**config.mk**
```make
export PLATFORM = sky130hd
export DESIGN_NAME = uart_cmd_parser
export DESIGN_NICKNAME = d
export VERILOG_FILES = /design/src/rtl/uart_cmd_parser.sv
export SDC_FILE = /design/constraint.sdc
export NUM_CORES = 1
export LEC_CHECK = 0
export BUFFER_PORTS_ARGS = -buffer_cell sky130_fd_sc_hd__buf_4
export CAP_MARGIN = 20
export CORE_ASPECT_RATIO = 1.4
export CORE_UTILIZATION = 40
export DETAILED_ROUTE_END_ITERATION = 16
export PLACE_DENSITY_LB_ADDON = 0.25
export SLEW_MARGIN = 20
export SYNTH_ARGS = -nofsm -noshare
export SYNTH_HDL_FRONTEND = slang
export SYNTH_SLANG_ARGS = --single-unit
```
**constraint.sdc**
```tcl
create_clock -name clk -period 4.1 [get_ports clk]
set_input_delay 0.615 -clock clk [delete_from_list [all_inputs] [get_ports clk]]
set_output_delay 0.615 -clock clk [all_outputs]
set_load 0.02 [all_outputs]
```
**src/rtl/uart_cmd_parser.sv**
```systemverilog
// -----------------------------------------------------------------------------
// uart_cmd_parser
//
// Purpose:
//   Parses register-write command frames arriving byte-by-byte from a UART
//   receiver. A frame is HEADER, addr, data[, csum]. An accepted frame produces
//   a one-cycle wr_en strobe with wr_addr/wr_data holding the frame contents.
//   Checksum mismatches and inter-byte timeouts produce a one-cycle frame_err
//   pulse and bump a saturating error counter.
//
// Configuration macro:
//   UART_CMD_CSUM_EN  defined   -> 4-byte frame, last byte is (addr+data) mod 256
//                     undefined -> 3-byte frame, no checksum, errors only from
//                                  inter-byte timeout (default build)
//
// Parameters:
//   CLK        system clock frequency in Hz
//   BPS        UART bit rate
//   HEADER     frame start byte
//   TMO_BYTES  inter-byte timeout in UART character times (10 bits each)
//
// Ports:
//   clk        system clock, rising edge
//   rst        synchronous active-high reset
//   rx_data    received byte, valid when rx_done=1
//   rx_done    one-cycle strobe marking a received byte
//   wr_en      one-cycle register-write strobe
//   wr_addr    address of the last accepted frame (held between commits)
//   wr_data    data of the last accepted frame (held between commits)
//   frame_err  one-cycle error pulse (checksum mismatch or timeout)
//   err_cnt    saturating count of frame_err pulses
//   busy       high while a frame is in progress
// -----------------------------------------------------------------------------
module uart_cmd_parser #(
    parameter int unsigned CLK       = 200_000_000,
    parameter int unsigned BPS       = 115200,
    parameter logic [7:0]  HEADER    = 8'hA5,
    parameter int unsigned TMO_BYTES = 3
) (
    input  logic       clk,
    input  logic       rst,
    input  logic [7:0] rx_data,
    input  logic       rx_done,
    output logic       wr_en,
    output logic [7:0] wr_addr,
    output logic [7:0] wr_data,
    output logic       frame_err,
    output logic [7:0] err_cnt,
    output logic       busy
);

    // Timeout length in clock cycles; the counter trips when it reaches the
    // last cycle of this window without a new byte arriving.
    localparam int unsigned TMO_CYC  = TMO_BYTES * 32'd10 * (CLK / BPS);
    localparam logic [31:0] TMO_LAST = 32'(TMO_CYC - 32'd1);

`ifdef UART_CMD_CSUM_EN
    typedef enum logic [1:0] {
        IDLE = 2'd0,
        ADDR = 2'd1,
        DATA = 2'd2,
        CSUM = 2'd3
    } state_t;

    // Frame checksum: modulo-256 sum of address and data.
    function automatic logic [7:0] calc_csum(input logic [7:0] a, input logic [7:0] d);
        calc_csum = a + d;
    endfunction
`else
    typedef enum logic [1:0] {
        IDLE = 2'd0,
        ADDR = 2'd1,
        DATA = 2'd2
    } state_t;
`endif

    state_t      state_r;
    state_t      state_s;
    logic [31:0] tmo_cnt_r;
    logic [31:0] tmo_cnt_s;
    logic [7:0]  addr_r;
    logic [7:0]  addr_s;
    logic [7:0]  data_r;
    logic [7:0]  data_s;
    logic        wr_en_r;
    logic        commit_s;
    logic [7:0]  wr_addr_r;
    logic [7:0]  wr_addr_s;
    logic [7:0]  wr_data_r;
    logic [7:0]  wr_data_s;
    logic        frame_err_r;
    logic        error_s;
    logic [7:0]  err_cnt_r;
    logic [7:0]  err_cnt_s;
    logic        busy_r;
    logic        busy_s;

    // Next-state, timeout and output decode for the frame FSM.
    always_comb begin
        state_s   = state_r;
        tmo_cnt_s = tmo_cnt_r;
        addr_s    = addr_r;
        data_s    = data_r;
        commit_s  = 1'b0;
        error_s   = 1'b0;
        wr_addr_s = wr_addr_r;
        wr_data_s = wr_data_r;

        case (state_r)
            IDLE: begin
                // Anything other than HEADER is silently dropped here.
                if (rx_done && (rx_data == HEADER)) begin
                    state_s = ADDR;
                end else begin
                    state_s = IDLE;
                end
            end
            ADDR: begin
                // HEADER value is ordinary payload once inside a frame.
                if (rx_done) begin
                    addr_s  = rx_data;
                    state_s = DATA;
                end else begin
                    state_s = ADDR;
                end
            end
            DATA: begin
                if (rx_done) begin
                    data_s = rx_data;
`ifdef UART_CMD_CSUM_EN
                    state_s = CSUM;
`else
                    // No checksum byte: the data byte completes the frame.
                    commit_s  = 1'b1;
                    wr_addr_s = addr_r;
                    wr_data_s = rx_data;
                    state_s   = IDLE;
`endif
                end else begin
                    state_s = DATA;
                end
            end
`ifdef UART_CMD_CSUM_EN
            CSUM: begin
                if (rx_done) begin
                    if (rx_data == calc_csum(addr_r, data_r)) begin
                        commit_s  = 1'b1;
                        wr_addr_s = addr_r;
                        wr_data_s = data_r;
                    end else begin
                        error_s = 1'b1;
                    end
                    state_s = IDLE;
                end else begin
                    state_s = CSUM;
                end
            end
`endif
            default: begin
                state_s = IDLE;
            end
        endcase

        // Inter-byte timeout. A byte arriving on the expiry cycle takes
        // priority, so the frame keeps going and no error is raised.
        if (state_r == IDLE) begin
            tmo_cnt_s = 32'd0;
        end else if (rx_done) begin
            tmo_cnt_s = 32'd0;
        end else if (tmo_cnt_r == TMO_LAST) begin
            tmo_cnt_s = 32'd0;
            state_s   = IDLE;
            error_s   = 1'b1;
        end else begin
            tmo_cnt_s = tmo_cnt_r + 32'd1;
        end

        if (error_s && (err_cnt_r != 8'hFF)) begin
            err_cnt_s = err_cnt_r + 8'd1;
        end else begin
            err_cnt_s = err_cnt_r;
        end

        busy_s = (state_s != IDLE);
    end

    // State, datapath and registered output update with synchronous reset.
    always_ff @(posedge clk) begin
        if (rst) begin
            state_r     <= IDLE;
            tmo_cnt_r   <= 32'd0;
            addr_r      <= 8'd0;
            data_r      <= 8'd0;
            wr_en_r     <= 1'b0;
            wr_addr_r   <= 8'd0;
            wr_data_r   <= 8'd0;
            frame_err_r <= 1'b0;
            err_cnt_r   <= 8'd0;
            busy_r      <= 1'b0;
        end else begin
            state_r     <= state_s;
            tmo_cnt_r   <= tmo_cnt_s;
            addr_r      <= addr_s;
            data_r      <= data_s;
            wr_en_r     <= commit_s;
            wr_addr_r   <= wr_addr_s;
            wr_data_r   <= wr_data_s;
            frame_err_r <= error_s;
            err_cnt_r   <= err_cnt_s;
            busy_r      <= busy_s;
        end
    end

    assign wr_en     = wr_en_r;
    assign wr_addr   = wr_addr_r;
    assign wr_data   = wr_data_r;
    assign frame_err = frame_err_r;
    assign err_cnt   = err_cnt_r;
    assign busy      = busy_r;

endmodule

```
# After elaboration in Yosys (flattened, before gate mapping)
# Index checks and enable logic that the tools add are counted.
# totals
word_cells	36
input_bits	11
regBits	69
# op_classes
n_eq_ne	5
n_mux	11
n_reduce_logical	8
add_sub_neg	2
bitwise_logic	1
# op_table
cell	n
$add A32 B1 Y32 const B	1
$eq A32 B16 Y1 const B	1
$mux W2	5
$add A8 B1 Y8 const B	1
$eq A8 B8 Y1 const B	1
$ne A8 B8 Y1 const B	1
$pmux W2 S3	1
$mux W1	5
$reduce_and A2 Y1	2
$reduce_or A4 Y1	1
$eq A2 B1 Y1 const B	1
$eq A2 B2 Y1 const B	1
$logic_and A1 B1 Y1	2
$logic_not A2 Y1	1
$reduce_bool A2 Y1	1
$reduce_or A2 Y1	1
$not A1 Y1	1

# Depth between registers and ports, before layout
# depth
depth_word	8
ltp_mapped	8
depth_no_buf	6

# Least setup slack after synthesis
# No wires, ideal clock.
# synth_path
kind	in2reg
from	in rx_done
to	reg err_cnt_r[4], in the netlist err_cnt[4]
required_time_ns	3.977
setup_ns	0.123
arrival_ns	2.132
path_slack_ns	1.845
stages	6
path_cell_list	clkbuf_1 o21bai_1 a31o_2 nor4_4 and3_1 mux2_1
# synth_via
elab_chain_cells	3
# synth_lines
element	line	rtl
start: declaration	43	input logic rx_done,
$mux W1	168	end else if (rx_done) begin
$mux W1	166	if (state_r == IDLE) begin
$logic_and A1 B1 Y1	178	if (error_s && (err_cnt_r != 8'hFF)) begin
end signal: assignment	209	err_cnt_r <= err_cnt_s;
end: declaration	93	logic [7:0] err_cnt_r;
# No other way between the ends.
# A chain may end at the register's enable or synchronous reset.

# Worst setup path after layout
# layout_path
from	reg tmo_cnt_r[24]
to	reg err_cnt_r[4], in the netlist err_cnt[4]
# layout_via
elab_chain_cells	5
# layout_lines
element	line	rtl
start: declaration	79	logic [31:0] tmo_cnt_r;
start signal: assignment	202	tmo_cnt_r <= tmo_cnt_s;
$eq A32 B16 Y1	170	end else if (tmo_cnt_r == TMO_LAST) begin
$mux W1	170	
$mux W1	168	
$mux W1	166	
$logic_and A1 B1 Y1	178	
# No other way between the ends.

==> run summary <==
• 0 — # Post-CTS Setup Buffers
• 0% — fraction of registers with async set/reset
• 46.3% — sequential fraction of the synthesis area
• 4430 um — sum of net half-perimeters after detailed placement
• 2 — maximum buffer depth of the clock tree
• 75.0 um — width of the die
• 104 um — DIE HEIGHT
• 0 — diode count
• 344 — Cells after Synth
• 0.796 — placer's final routability congestion estimate
• 1.23 mW — Overall Power
• register — Critical Path Start Type
• 0 — final antenna-violating net count
• 38 — number of I/O pins
• 421 MHz — Peak Freq
• sky130_fd_sc_hd__clkbuf_8 — clock root buffer
• 0 — warning count from the yosys run
• register to register — worst setup path category
• 43 — largest net degree at the start of global routing
• 17.5% — layout overhead on the synthesized area
• 0 — Final setup viols
• 8.68 um^2 — mean cell area of the mapped netlist
• 7070 um^2 — total core area
• err_cnt[4] — CP Capture Point
• 7820 um^2 — die area
• 98 — initial drt markers
• tmo_cnt_r[24] — Reg-to-Reg Start
• 10500 um — first-pass GRT wire length
• 47.3% — worst relative slew slack
• 0 ns — sum of negative setup slack
• 0 — buffers and inverters on the worst path
• 1380 um^2 — FF/Latch Area
• 0 — EDFF count, synth
• 0 — detailed-route DRC error count
• register — nature of the critical path endpoint
• 2289 — number of global-route vias before repair
• tmo_cnt_r[24] — worst setup path start
• or4_1, or2_4, nor4_4, and3_1, mux2_1 — CP cell instances
• 387 — Total Nets Final
• 15.6% — share of post-route cells with drive strength above 1
• false — RSZ-0062 raised after global routing
• 49.6% — utilization after layout
• 0 — leftover overflow at the end of global routing
• sky130_fd_sc_hd__dfxtp_1 (69), sky130_fd_sc_hd__nor2_1 (50), sky130_fd_sc_hd__nand2_1 (43) — commonest cells after routing, fill and taps aside
• 0 — max-cap viol count
• sky130_fd_sc_hd__dfxtp_1 — most common cell after layout, fill and taps aside
• 4 — number of search-and-repair iterations in the first detailed-routing pass
• yes — clock tree from TritonCTS
• 5.24 — detailed-route vias per instance
• 37 — IO buf count
• 1.28 nW — Static Leak
• simple AND/OR/NAND/NOR gates — Largest delay share family, worst path
• 0 — antenna violations before repair
• 45 — number of library cell types mapped by synthesis
• 351 nW/um^2 — pwr/cell area
• 0.784 ns — transition at the pin with the smallest max-transition slack
• 0 — Hold-fix buffers, CTS
• 2.37 ns — clock period minus worst slack
• 57.9% — final cycle utilization of the critical path
• 0 — Pins Over Slew Limit
• finished clean — result of the run
• 2990 um^2 — post-synthesis instance area
• 6370 um — sum of routed wire length over all layers
• 69 — sink count of the clock tree
• 0.07 ns — register clock-pin slew on the reported worst setup and hold paths
• 4.33 ns — required time of the critical path
• 1.73 ns — R2R Setup Slk
• 2.60 ns — arrival time worst endpoint
• 0.00719 ns — worst setup skew after layout
• 36 — cell row count
• 357 — net count after synthesis
• 0.34 ns — clock latency on the worst-skew pair
• 13.4 um — Wirelength per Cell
• sky130_fd_sc_hd__dfxtp_1 — top flip-flop cell by instance count after synthesis
• err_cnt[4] — endpoint of the most critical register-to-register path
• register to register — path class of the lowest-slack min-delay path
• 8 — largest fanout on the critical path
• 5 — number of cells on the critical path
• sky130_fd_sc_hd__or4_1 — Max stage delay cell, worst path
• 69 — flops & latches, synth
• 17.5% — overall track demand over capacity in global routing
• 0 — cells resized by post-CTS repair
• 2482 — Via Count
• 42.2% — starting density of the core
• 5 — number of cells on the worst reg-to-reg path
• 685 — count of fill cells added during filler insertion
• 9 — number of buffers inserted during clock tree synthesis
• 0 — hold violation count in the final report
• 0.55 ns — delay of the slowest cell on the worst path
• 3 — CTS H-tree lvls
• 1530 um^2 — total area of multi-input combinational cells
• 171 uV — worst-case vdd ir drop
worst min path at each step:
stage	startpoint	end	depth (start not counted)
6_report	addr_r[3]	wr_addr[3]	2
5_1_grt	addr_r[3]	wr_addr[3]	2
4_1_cts	addr_r[3]	wr_addr[3]	2
3_5_place_dp	addr_r[5]	wr_addr[5]	2
3_3_place_gp	addr_r[0]	wr_addr[0]	2
2_1_floorplan	tmo_cnt_r[0]	tmo_cnt_r[0]	1
per-stage QoR:
stage | instances | hold WS [ns] | setup WS (ns) | instance area [um^2]
2_1_floorplan | 344 | 0.429 | 1.84 | 2990
3_3_place_gp | 458 | 0.437 | 1.44 | 3300
3_5_place_dp | 458 | 0.446 | 1.36 | 3310
4_1_cts | 474 | 0.450 | 1.36 | 3500
5_1_grt | 474 | 0.467 | 1.53 | 3510
6_report | 474 | 0.443 | 1.73 | 3510
metal layers:
layer	vias to the layer above	wire length, um	GRT usage (%)	part of all wire (%)
met2	50	3320	30.1	52
met4	0	92	8.36	1.4
li1	1268	-	-	-
met1	1158	2730	20.0	43
met5	-	0	0	0
met3	6	231	3.29	3.6
cells in the mapped netlist (3+ instances only):
cell type,n,area [um^2]
sky130_fd_sc_hd__dfxtp_1,69,1380
sky130_fd_sc_hd__nor2_1,50,188
sky130_fd_sc_hd__nand2_1,43,161
sky130_fd_sc_hd__a21oi_1,23,115
sky130_fd_sc_hd__xor2_1,19,166
sky130_fd_sc_hd__nand4_1,16,100
sky130_fd_sc_hd__nand3_1,14,70.1
sky130_fd_sc_hd__clkbuf_1,13,48.8
sky130_fd_sc_hd__nor4_1,11,68.8
sky130_fd_sc_hd__xnor2_1,10,87.6
sky130_fd_sc_hd__and3_1,9,56.3
sky130_fd_sc_hd__mux2i_1,9,90.1
sky130_fd_sc_hd__and4_1,6,52.6
sky130_fd_sc_hd__o21ai_0,5,25.0
sky130_fd_sc_hd__buf_4,3,22.5
sky130_fd_sc_hd__nand3b_1,3,22.5
sky130_fd_sc_hd__nor4b_1,3,26.3
sky130_fd_sc_hd__or3_1,3,18.8
state kept, by name, summed over array words and instances, names as in the netlist:
register   cells
addr_r         8
busy           1
err_cnt        8
frame_err      1
state_r        2
tmo_cnt_r     32
wr_addr        8
wr_data        8
wr_en          1
worst register-to-register path: cells and delay by family, from the launching register on:
kind	cells	cell delay (ns)
multiplexers	1	0.31
flip-flops	1	0.35
AND/OR/NAND/NOR	4	1.61
cell type report:
class,instances,area share (%)
multi-input combinational,255,43.6
sequential,69,39.4
timing repair buffer,37,7.91
clock buffer,12,4.14
tap,95,3.39
clock inverter,4,1.35
inverter,2,0.214
kinds of logic after synthesis:
logic type / Yosys count / share of synthesized area (%)
and+or+nand+nor: 177 / 31.2
adders and majority gates: 2 / 0.838
DFF: 69 / 46.3
buffers and inverters: 20 / 2.93
AOI/OAI and AO/OA: 37 / 6.91
xor gates and xnor gates: 29 / 8.50
muxes: 10 / 3.39
power breakdown:
group / internal, mW / total [mW] / switching [mW]
Combinational: 0.00811 / 0.0197 / 0.0116
Sequential: 0.670 / 0.670 / 0.0000723
Clock: 0.296 / 0.541 / 0.245
Total: 0.974 / 1.23 / 0.256
Note: power is estimated with default switching activity, not from simulation.
